### src/rtl/shift_req_arbiter.sv
// shift_req_arbiter
//   Shares one combinational barrel shifter among NREQ requesters using
//   round-robin arbitration. A granted operation is registered onto sh_*,
//   the shifter result is captured one cycle later, and it is held on rsp_*
//   until the consumer takes it. Only one operation is in flight at a time:
//   IDLE (grant) -> EXEC (shifter settles) -> RESP (handshake) -> IDLE.
// Ports
//   clk, rst_n                 clock, async active-low reset
//   req_valid/req_ready        per-requester handshake (ready is one-hot, IDLE only)
//   req_data/req_amt/req_op    per-requester operand, amount, opcode (packed)
//   sh_a/sh_s/sh_opcode        registered operation toward the shifter
//   sh_y/sh_ovf                shifter result and overflow
//   rsp_valid/rsp_ready        result handshake
//   rsp_data/rsp_ovf/rsp_err   captured result, overflow, illegal-opcode flag
//   rsp_id                     index of the requester that issued the op
module shift_req_arbiter #(
  parameter int NREQ = 4,
  parameter int IDW  = 2
) (
  input  logic              clk,
  input  logic              rst_n,
  input  logic [NREQ-1:0]   req_valid,
  output logic [NREQ-1:0]   req_ready,
  input  logic [8*NREQ-1:0] req_data,
  input  logic [3*NREQ-1:0] req_amt,
  input  logic [3*NREQ-1:0] req_op,
  output logic [7:0]        sh_a,
  output logic [2:0]        sh_s,
  output logic [2:0]        sh_opcode,
  input  logic [7:0]        sh_y,
  input  logic              sh_ovf,
  output logic              rsp_valid,
  input  logic              rsp_ready,
  output logic [7:0]        rsp_data,
  output logic              rsp_ovf,
  output logic              rsp_err,
  output logic [IDW-1:0]    rsp_id
);

  typedef enum logic [1:0] {IDLE, EXEC, RESP} state_e;

  state_e           state_q, state_d;
  logic [IDW-1:0]   rr_ptr_q, id_q;
  logic [7:0]       sh_a_q;
  logic [2:0]       sh_s_q, sh_op_q;
  logic             rsp_valid_q, rsp_ovf_q, rsp_err_q;
  logic [7:0]       rsp_data_q;
  logic [IDW-1:0]   rsp_id_q;

  logic [NREQ-1:0][7:0] data_v;
  logic [NREQ-1:0][2:0] amt_v, op_v;
  assign data_v = req_data;
  assign amt_v  = req_amt;
  assign op_v   = req_op;

  // Round-robin search: lowest valid index at or above rr_ptr wins, otherwise
  // wrap to the lowest valid index overall. Descending loops leave the lowest hit.
  logic           hi_found, lo_found, gnt_found;
  logic [IDW-1:0] hi_idx, lo_idx, gnt_idx, ptr_nxt;

  always_comb begin
    hi_found = 1'b0;
    lo_found = 1'b0;
    hi_idx   = '0;
    lo_idx   = '0;
    for (int i = NREQ-1; i >= 0; i--) begin
      if (req_valid[i]) begin
        lo_found = 1'b1;
        lo_idx   = IDW'(i);
        if (i >= int'(rr_ptr_q)) begin
          hi_found = 1'b1;
          hi_idx   = IDW'(i);
        end
      end
    end
    gnt_found = lo_found;
    gnt_idx   = hi_found ? hi_idx : lo_idx;
    ptr_nxt   = (int'(gnt_idx) == NREQ-1) ? '0 : gnt_idx + 1'b1;
  end

  always_comb begin
    state_d   = state_q;
    req_ready = '0;
    case (state_q)
      IDLE: begin
        // Gated by rst_n so no requester sees an accept while reset is held.
        if (gnt_found && rst_n) begin
          req_ready[gnt_idx] = 1'b1;
          state_d            = EXEC;
        end
      end
      EXEC:    state_d = RESP;
      RESP:    if (rsp_ready) state_d = IDLE;
      default: state_d = IDLE;
    endcase
  end

  // Opcodes x11 have no shifter meaning; their result is suppressed.
  logic illegal_op;
  assign illegal_op = (sh_op_q[1:0] == 2'b11);

  always_ff @(posedge clk or negedge rst_n) begin
    if (!rst_n) begin
      state_q     <= IDLE;
      rr_ptr_q    <= '0;
      id_q        <= '0;
      sh_a_q      <= '0;
      sh_s_q      <= '0;
      sh_op_q     <= '0;
      rsp_valid_q <= 1'b0;
      rsp_data_q  <= '0;
      rsp_ovf_q   <= 1'b0;
      rsp_err_q   <= 1'b0;
      rsp_id_q    <= '0;
    end else begin
      state_q <= state_d;
      case (state_q)
        IDLE: if (gnt_found) begin
          sh_a_q   <= data_v[gnt_idx];
          sh_s_q   <= amt_v[gnt_idx];
          sh_op_q  <= op_v[gnt_idx];
          id_q     <= gnt_idx;
          rr_ptr_q <= ptr_nxt;
        end
        EXEC: begin
          rsp_valid_q <= 1'b1;
          rsp_data_q  <= illegal_op ? 8'h00 : sh_y;
          rsp_ovf_q   <= illegal_op ? 1'b0 : sh_ovf;
          rsp_err_q   <= illegal_op;
          rsp_id_q    <= id_q;
        end
        RESP: if (rsp_ready) rsp_valid_q <= 1'b0;
        default: ;
      endcase
    end
  end

  assign sh_a      = sh_a_q;
  assign sh_s      = sh_s_q;
  assign sh_opcode = sh_op_q;
  assign rsp_valid = rsp_valid_q;
  assign rsp_data  = rsp_data_q;
  assign rsp_ovf   = rsp_ovf_q;
  assign rsp_err   = rsp_err_q;
  assign rsp_id    = rsp_id_q;

endmodule
### config.mk
export PLATFORM = sky130hd
export DESIGN_NAME = shift_req_arbiter
export DESIGN_NICKNAME = d
export VERILOG_FILES = /design/src/rtl/shift_req_arbiter.sv
export SDC_FILE = /design/constraint.sdc
export NUM_CORES = 1
export LEC_CHECK = 0
export ABC_AREA = 0
export BUFFER_PORTS_ARGS = -buffer_cell sky130_fd_sc_hd__buf_2
export CAP_MARGIN = 40
export CORE_ASPECT_RATIO = 2
export CORE_MARGIN = 2
export CORE_UTILIZATION = 48
export DETAILED_ROUTE_END_ITERATION = 8
export PLACE_DENSITY = 0.93
export SLEW_MARGIN = 15
export SYNTH_ARGS = -nofsm -noshare
export SYNTH_HDL_FRONTEND = slang
export SYNTH_SLANG_ARGS = --single-unit
### constraint.sdc
create_clock -name clk -period 4.57 [get_ports clk]
set_clock_uncertainty 0.15 [all_clocks]
set_input_delay 0.2285 -clock clk [delete_from_list [all_inputs] [get_ports clk]]
set_output_delay 0.2285 -clock clk [all_outputs]
set_load 0.02 [all_outputs]
==> run metrics, run 1 <==
Root Buffer clkbuf_8; LEAKAGE ~0.0014 uW; Detailed Place HPWL between 3 and 4 mm; WL final 5.09 mm; Synth top area share 0.426; Setup Total Neg Slack 0 ns; Post-synth EDFFs 0; Hold Crit Class input pin to flop; TritonCTS clock tree built; starting density of the core 0.500; H-tree depth reported by CTS 2; ranking of synthesized cells by area dfrtp_1, o221ai_1, o211a_1, nand2_1, inv_1; WS Path Type flop to primary output; CTS clk-pin slew, worst paths approximately 0.06 ns; overall routing resource usage 0.227; Final nets 372; CP Data Required Time 4.19 ns; Post-synth top flop dfrtp_1; CP Max Fanout 29; wire length per cell between 10 and 15 um; Max stage delay on crit path between 0.6 and 0.7 ns; post-layout util 0.656; WP buf/inv 1; Area after DPL 2420 um2; most frequent cells in the layout buf_2, nand2_1, dfrtp_1; Crit-path slowest cell a21o_1; Yosys warning count 0; WP data arrival roughly 2.4 ns; gp weighted congestion approximately 0.86; Slew @ Worst Pin slightly above 0.8 ns; status complete, no violations; vias per cell about 5.5; commonest non-fill, non-tap cell in the layout buf_2; Setup violations, final 0; Finished Cell Area 2550 um2; CP Capture Type primary output; Core ar. ~3900 um2; clk_lat worst skew 0.28 ns; FF+latch count, synth 33; largest net degree at the start of global routing 36; Yosys top cell by area dfrtp_1; Fin. Hold Viols 0; asr flop ratio synth 1.00; routed vias around 1900; die width between 40 and 50 um; grt ovf 0; vias in the first global route between 1500 and 2000; Rows 32; Peak VDD IR between 0.5 and 0.6 mV; Clock Tree Buf Depth 2; Syn Nets around 280; first-pass GRT wire length between 8 and 9 mm; Max Freq roughly 360 MHz; share of layout cells above drive strength 1 0.410; Max Cap Viol 0; RSZ-0062 raised after global routing false; Worst setup SP type flop; Post-DRT Antenna Nets 0; crit-path most repeated cell and3_1; Slew Limit Fails 0; post-synthesis sequential area ratio 0.426; Die Height 93.9 um; area grow syn2layout 31.2%; DRC Markers 0; initial antenna violation count 0; Mapped Cells around 200; critical path, cell by cell nand2b_1, a21o_1, and3_1, ha_1, and3_1, buf_2; die footprint approximately 4600 um2; final critical-path required period between 2 and 3 ns; number of diodes 0; DR pass1 iterations 5; Final Cycle Share 0.602; CTS sink count 33; Syn Std Cell Area around 1900 um2; total CTS buffers 5; drt initial violations 58; Power Density roughly 650 nW/um2; unique cell type count in the Yosys netlist 35; IO Port Bufs between 100 and 150; cell family with most CP delay compound AO/OA/AOI/OAI gates; Avg Synthesized Cell Area roughly 9.6 um2; I/O pins slightly above 100; Rel. slew slack 0.446
-- routing by layer --
metal	GRT usage	wire, um
met4	0.121	164
met5	0	0
met3	0.0382	300
met1	0.241	1850
met2	0.418	2780
-- state kept, by name, indices dropped and copies added, names as in the netlist --
| name | cells |
|---|---|
| sh_a | 8 |
| rsp_id | 2 |
| sh_opcode | 3 |
| state_q | 2 |
| sh_s | 3 |
| rsp_err | 1 |
| rsp_ovf | 1 |
| id_q | 2 |
| rsp_valid | 1 |
| rr_ptr_q | 2 |
| rsp_data | 8 |
-- cell type report --
cell class / instances / area [um2]
Sequential cell: 33 / 826
Tap cell: 51 / 63.8
Inverter: 32 / 120
Clock inverter: 1 / 30.0
Multi-Input combinational cell: 122 / 885
Timing Repair Buffer: 105 / 536
Clock buffer: 7 / 86.3
Fill cell: 336 / 1340
-- synth_stat cells, drive strengths merged (3+ instances only) --
| library cell | instances |
|---|---|
| o211a | 14 |
| dfrtp | 33 |
| clkbuf | 5 |
| nand2b | 3 |
| nor3 | 3 |
| a21oi | 3 |
| inv | 32 |
| buf | 10 |
| a22o | 9 |
| nand2 | 38 |
| o21ai | 3 |
| o221ai | 29 |
-- final timing paths --
check                             from            to  slack, ns  cells past startpoint
max in group asynchronous        rst_n  sh_opcode[0]       3.37                      2
max                        rr_ptr_q[1]  req_ready[3]       1.82                      6
min reg2reg                    id_q[1]       id_q[1]       0.34                      1
min in group asynchronous        rst_n   rsp_data[6]       0.41                      2
max reg2reg                rr_ptr_q[1]       sh_a[7]       2.04                      6
min                          rsp_ready    state_q[1]       0.01                      2
-- per-stage QoR --
stage          instances  total power [uW]  hold slack (ns)  setup slack [ns]
2_1_floorplan        202              1180           -0.217              2.29
5_1_grt              351              1780           0.0102              1.64
3_3_place_gp         342              1360            0.180              2.13
6_report             351              1660           0.0123              1.82
4_1_cts              351              1680          0.00560              1.80
3_5_place_dp         342              1390            0.185              2.05
-- cells by family (layout without fill, tap and decap cells) --
| logic type | count (synthesis) | count (layout) | share of synthesized area |
|---|---|---|---|
| AOI/OAI and AO/OA | 62 | 62 | 0.288 |
| buffers and inverters | 47 | 145 | 0.119 |
| muxes | 2 | 2 | 0.0116 |
| DFF | 33 | 33 | 0.426 |
| adders and majority gates | 1 | 1 | 0.00645 |
| and+or+nand+nor | 57 | 57 | 0.150 |
-- power by group --
group	leakage [uW]	internal [uW]	total, uW	switching (uW)
clock	0.0000585	178	276	98.7
sequential	0.000395	434	530	96.0
combinational	0.000956	339	851	512
-- repair_timing --
| action | 4_1_cts | 5_1_grt |
|---|---|---|
| gates resized for setup | 0 | 0 |
| setup buffers | 0 | 0 |
| hold buffers | 1 | 0 |
| endpoints found under the hold margin | 33 | 0 |
(Power assumes the default switching activity.)
==> run 2, diff against run 1 <==
Settings changed: CORE_UTILIZATION 48 to 45, PLACE_DENSITY 0.93 to 0.88.
Clock period 4.57 ns to 2.8 ns, I/O delays scaled along.
==> run 2 against run 1 <==
  * Hold slack improved by 0.086 ns
  * Power increased by 61%
  * Via count increased by 4.4%
  * Flip-flop and latch count unchanged
  * Highest routed layer unchanged
  * Count of clock-buffer cells in the layout unchanged
  * Largest cell class unchanged
  * Utilization decreased by 1.4 points
  * Routed wire length increased by 7.0%
  * Combinational power increased by 67%
  * First-iteration DRC count decreased by 38%
  * Register-to-register slack got worse by 1.3 ns
  * Critical endpoint unchanged
  * Die area increased by 6.2%
  * Sequential share of layout area decreased by 1.2 points
==> run metrics, run 2 (synthesis results as in run 1) <==
status complete, no violations; clk_lat worst skew 0.28 ns (about the same); Rel. slew slack 0.459 (+0.0131); RSZ-0062 raised after global routing false; number of diodes 0 (unchanged); CP Data Required Time 2.51 ns (-1.68 ns); Max Freq approximately 430 MHz; WL final 5.45 mm (+7.0%); area grow syn2layout 36.4%; CTS sink count 33 (unchanged); vias per cell 5.50 (+0.65%); Net Sw Power 1180 uW (+67%); Finished Cell Area 2650 um2 (+4.0%); CP Max Fanout 6 (-79%); most frequent cells in the layout buf_2, nand2_1, dfrtp_1; share of layout cells above drive strength 1 0.404 (-0.00615); H-tree depth reported by CTS 2 (unchanged); Setup violations, final 0 (unchanged); TritonCTS clock tree built; gp weighted congestion 0.807 (-5.9%); RR Endpoint sh_s[2]; met1 Use GR 0.249 (+0.00790); starting density of the core 0.470 (-0.0297); CP Capture Type primary output; Clock Power Share 0.147 (-0.020); grt ovf 0 (unchanged); GRT busiest layer met2; met3 usage 0.0509 (+0.0127); LEAKAGE 0.00146 uW (+3.3%); Net Sw Frac 0.441 (+0.0148); wire length per cell 15.0 um (+3.2%); placed cell count 345 (+0.88%); Slew Limit Fails 0 (unchanged); dpl ws 0.738 ns (-1.31 ns); met2 usage 0.429 (+0.0113); first-pass GRT wire length 9.09 mm (+13%); commonest non-fill, non-tap cell in the layout buf_2; drt initial violations 36 (-38%); die footprint 4890 um2 (+6.2%); routed vias 2002 (+4.4%); DR pass1 iterations 4 (-1); vias in the first global route 2144 (+18%); Post-DRT Antenna Nets 0 (unchanged); IO Port Bufs 102 (unchanged); crit path from rr_ptr_q[1]; DRC Markers 0 (unchanged); total CTS buffers 5 (unchanged); Fin. Hold Viols 0 (unchanged); Area after DPL 2440 um2 (+0.67%); Post-CTS Setup Bufs 0 (unchanged); register share of total power 0.323 (+0.003); I/O pins 103 (unchanged); Cell Int Power 1500 uW (+57%); WS Path Type flop to primary output; final critical-path required period around 2.4 ns; worst setup margin 0.448 ns (-1.37 ns); Die Height 96.9 um (+3.1%); R2R Path Start state_q[1]; R2R depth 4 (-2); post-CTS sizing 0 (unchanged); Final nets 384 (+3.2%); combinational fraction of design power 0.529 (+0.016); Setup Total Neg Slack 0 ns (unchanged); Root Buffer clkbuf_8; CTS clk-pin slew, worst paths 0.07 ns (about the same); Clock Tree Buf Depth 2 (unchanged); WP data arrival 2.06 ns (-0.31 ns); Hold Crit Depth 4 (+2); Worst setup SP type flop; WHS Endpoint sh_s[2]; largest net degree at the start of global routing 29 (-19%); Finished Layout Cells 364 (+3.7%); Detailed Place HPWL 3.96 mm (+3.9%); Post-CTS Hold Buffers 11 (+10); hold path start req_amt[2]; Hold Crit Class input pin to flop; overall routing resource usage 0.238 (+0.0110); Max Cap Viol 0 (unchanged); fillers 381 (+13%); Power Density 1010 nW/um2 (+55%); Slew @ Worst Pin 0.811 ns (-0.0196 ns); Final Cycle Share 0.840; Peak VDD IR 0.722 mV (+37%); Rows 33 (+3.1%); reg-to-reg slack, setup 0.70 ns (-1.34 ns); initial antenna violation count 0 (unchanged); Core ar. 4130 um2 (+6.3%); die width 50.4 um (+3.0%)
[run 2: changes by cell type in the layout (fill, tap and decap cells not counted), sizes merged]
cell / delta
buf: +2
bufinv: -1
clkinv: +1
dlygate4sd3: +10
[run 2: worst max path at each step]
stage               cells after the start      endpoint  slack [ns]
global placement                        4       sh_s[2]        0.75
finish                                  6  req_ready[3]        0.45
CTS                                     6  req_ready[3]        0.45
global route                            6  req_ready[3]        0.33
floorplan                               5  req_ready[2]        0.61
detailed placement                      4       sh_a[5]        0.74
[run 2: power by group through the flow]
stage,sequential [uW],clock [uW],combinational [uW]
floorplan,1070,0,852
global placement,859,0,1370
detailed placement,864,0,1410
CTS,860,409,1430
global route,893,422,1560
finish,865,394,1420
[run 2: per-layer routing]
metal,wire length (um),vias to the layer above
met3,264,18
met1,2000,956
li1,-,944
met2,3000,84
met5,0,-
met4,190,0
[run 2: layout make-up]
class                      count  area [um2]  share of cell area
inverter                      32         120              0.0454
multi-input combinational    122         885               0.334
tap                           52        65.1              0.0246
sequential                    33         826               0.312
clock buffer                   7        96.3              0.0364
timing repair buffer         117         651               0.246
clock inverter                 1        5.00             0.00189
[run 2: through the flow]
step	utilization	hold WS, ns	power [uW]
final	0.641	0.0981	2680
after global routing	0.641	0.120	2880
after CTS	0.641	0.0956	2700
after detailed placement	0.590	-0.0319	2270
after global placement	0.590	-0.0414	2230
after floorplan	-	-0.306	1920
[run 2: critical path: stages, from the launching register on]
cell	delay [ns]
dfrtp_1	0.44
or3b_4	0.43
nand2_1	0.22
nor2_1	0.12
ha_1	0.25
and3_1	0.15
buf_2	0.16
==> run 3, diff against run 2 <==
Settings changed: CORE_UTILIZATION 45 to 41, PLACE_DENSITY 0.88 to 0.85.
Clock period 2.8 ns to 2.1 ns, I/O delays scaled along.
==> run 3 against run 2 <==
  * Count of clock-buffer cells in the layout unchanged
  * Worst setup slack lost 0.40 ns
  * Global-route usage decreased by 3.9 points
  * Largest power group unchanged
  * Flip-flop and latch count is the same
  * Hold slack worse by 0.028 ns
  * Highest routed layer unchanged
==> run metrics, run 3 (synthesis results as in run 1) <==
Fin. Hold Viols 0 (unchanged); I/O pins 103 (unchanged); vias per cell 5.29 (-3.8%); WP data arrival 1.80 ns (-0.26 ns); die width 52.6 um (+4.4%); vias in the first global route 1912 (-11%); post-layout util 0.601 (-0.0401); hold path start req_data[7]; Detailed Place HPWL 3.91 mm (-1.1%); Finished Cell Area 2760 um2 (+4.4%); Clock Power Share 0.139 (-0.008); Rows 35 (+6.1%); largest net degree at the start of global routing 34 (+17%); Max stage delay on crit path 0.44 ns (about the same); WHS 0.0702 ns (-0.0279 ns); Core ar. 4600 um2 (+11%); Max Cap Viol 0 (unchanged); combinational fraction of design power 0.555 (+0.026); Slew @ Worst Pin 0.516 ns (-0.295 ns); Max Freq approximately 500 MHz; RR Endpoint sh_a[3]; number of diodes 0 (unchanged); Root Buffer clkbuf_8; commonest non-fill, non-tap cell in the layout buf_2; CTS sink count 33 (unchanged); WL final 5.29 mm (-2.9%); Net Sw Power 1610 uW (+37%); register share of total power 0.306 (-0.017); Die Height 101 um (+4.6%); R2R depth 6 (+2); final critical-path required period 2.05 ns; reg-to-reg slack, setup 0.15 ns (-0.55 ns); cell family with most CP delay simple AND/OR/NAND/NOR gates; Net Sw Frac 0.433 (-0.00797); grt ovf 0 (unchanged); total CTS buffers 5 (unchanged); Power Density 1350 nW/um2 (+33%); Worst setup SP type flop; CP Capture Type primary output; initial antenna violation count 0 (unchanged); LEAKAGE 0.00150 uW (+3.1%); Slew Limit Fails 0 (unchanged); WHS Endpoint sh_a[7]; gp weighted congestion 0.841 (+4.2%); Crit-path slowest cell or3b_4; Post-DRT Antenna Nets 0 (unchanged); Final nets 391 (+1.8%); Peak VDD IR 1.06 mV (+46%); drt initial violations 22 (-39%); critical path, cell by cell or3b_4, and3_4, ha_1, and3_1, buf_2; Rel. slew slack 0.655 (+0.195); RSZ-0062 raised after global routing false; DRC Markers 0 (unchanged); most frequent cells in the layout buf_2, nand2_1, dfrtp_1; R2R Path Start rr_ptr_q[0]; Area after DPL 2480 um2 (+1.8%); Hold Crit Class input pin to flop; WS Path Type flop to primary output; DR pass1 iterations 4 (unchanged); Setup Total Neg Slack 0 ns (unchanged); Setup violations, final 0 (unchanged); TritonCTS clock tree built; fillers 408 (+7.1%); overall routing resource usage 0.199 (-0.0392); Cell Int Power 2110 uW (+41%); WP buf/inv 1 (unchanged); CTS clk-pin slew, worst paths 0.07 ns (about the same); IO Port Bufs 102 (unchanged); Clock Tree Buf Depth 2 (unchanged); H-tree depth reported by CTS 2 (unchanged); Hold Crit Depth 4 (unchanged); first-pass GRT wire length 8.03 mm (-12%); CP Data Required Time 1.85 ns (-0.66 ns); CP Max Fanout 6 (unchanged); area grow syn2layout 42.4%; routed vias 1978 (-1.2%); status complete, no violations; starting density of the core 0.422 (-0.0480); Final Cycle Share 0.978; clk_lat worst skew 0.27 ns (about the same); share of layout cells above drive strength 1 0.436 (+0.0319); wire length per cell 14.1 um (-5.5%); die footprint 5330 um2 (+9.2%)
[run 3: changes by cell type in the layout (fill, tap and decap cells not counted), sizes merged]
cell	change
buf	+7
[run 3: worst max-delay path by stage]
stage	start	end	slack (ns)	depth (start not counted)
after floorplan	rr_ptr_q[1]	req_ready[0]	0.13	5
after global placement	rr_ptr_q[1]	req_ready[3]	0.20	6
after detailed placement	rr_ptr_q[1]	req_ready[3]	0.13	6
after CTS	rr_ptr_q[0]	req_ready[3]	0.007	6
after global routing	rr_ptr_q[0]	req_ready[3]	0.008	5
final	rr_ptr_q[0]	req_ready[3]	0.05	5
[run 3: timing repair]
action,4_1_cts,5_1_grt
setup buffers,2,2
resized for setup,5,4
pin swaps,1,1
endpoints found under the setup margin,4,1
hold endpoints to repair,43,0
hold buffers,11,0
[run 3: per-stage QoR]
stage / instances / power [uW] / setup WS, ns
after floorplan: 202 / 2560 / 0.132
after global placement: 351 / 3040 / 0.197
after detailed placement: 351 / 3100 / 0.133
after CTS: 372 / 3700 / 0.00744
after global routing: 374 / 3990 / 0.00782
final: 374 / 3730 / 0.0464
[run 3: power groups by stage]
stage | Sequential (uW) | Combinational [uW] | Clock [uW]
after floorplan | 1420 | 1140 | 0
after global placement | 1140 | 1890 | 0
after detailed placement | 1160 | 1940 | 0
after CTS | 1140 | 2020 | 540
after global routing | 1180 | 2240 | 566
final | 1140 | 2070 | 519
[run 3: layout make-up]
cell class | instances | area (um2) | share of cell area
Clock inverter | 1 | 5.00 | 0.00181
Tap cell | 55 | 68.8 | 0.0249
Multi-Input combinational cell | 122 | 932 | 0.337
Timing Repair Buffer | 124 | 716 | 0.259
Clock buffer | 7 | 96.3 | 0.0349
Sequential cell | 33 | 826 | 0.299
Inverter | 32 | 120 | 0.0435
[run 3: routing by layer]
layer	share of wire	vias to the layer above	wire length, um	track usage
li1	-	957	-	-
met1	0.38	933	1990	0.205
met2	0.56	78	2940	0.383
met3	0.049	10	261	0.0295
met4	0.018	0	97	0.0730
met5	0	-	0	0
[run 3: worst min-delay path, cell delays in order]
cell      delay [ns]
buf_2           0.09
inv_1           0.05
o221ai_2        0.10
o211a_1         0.11
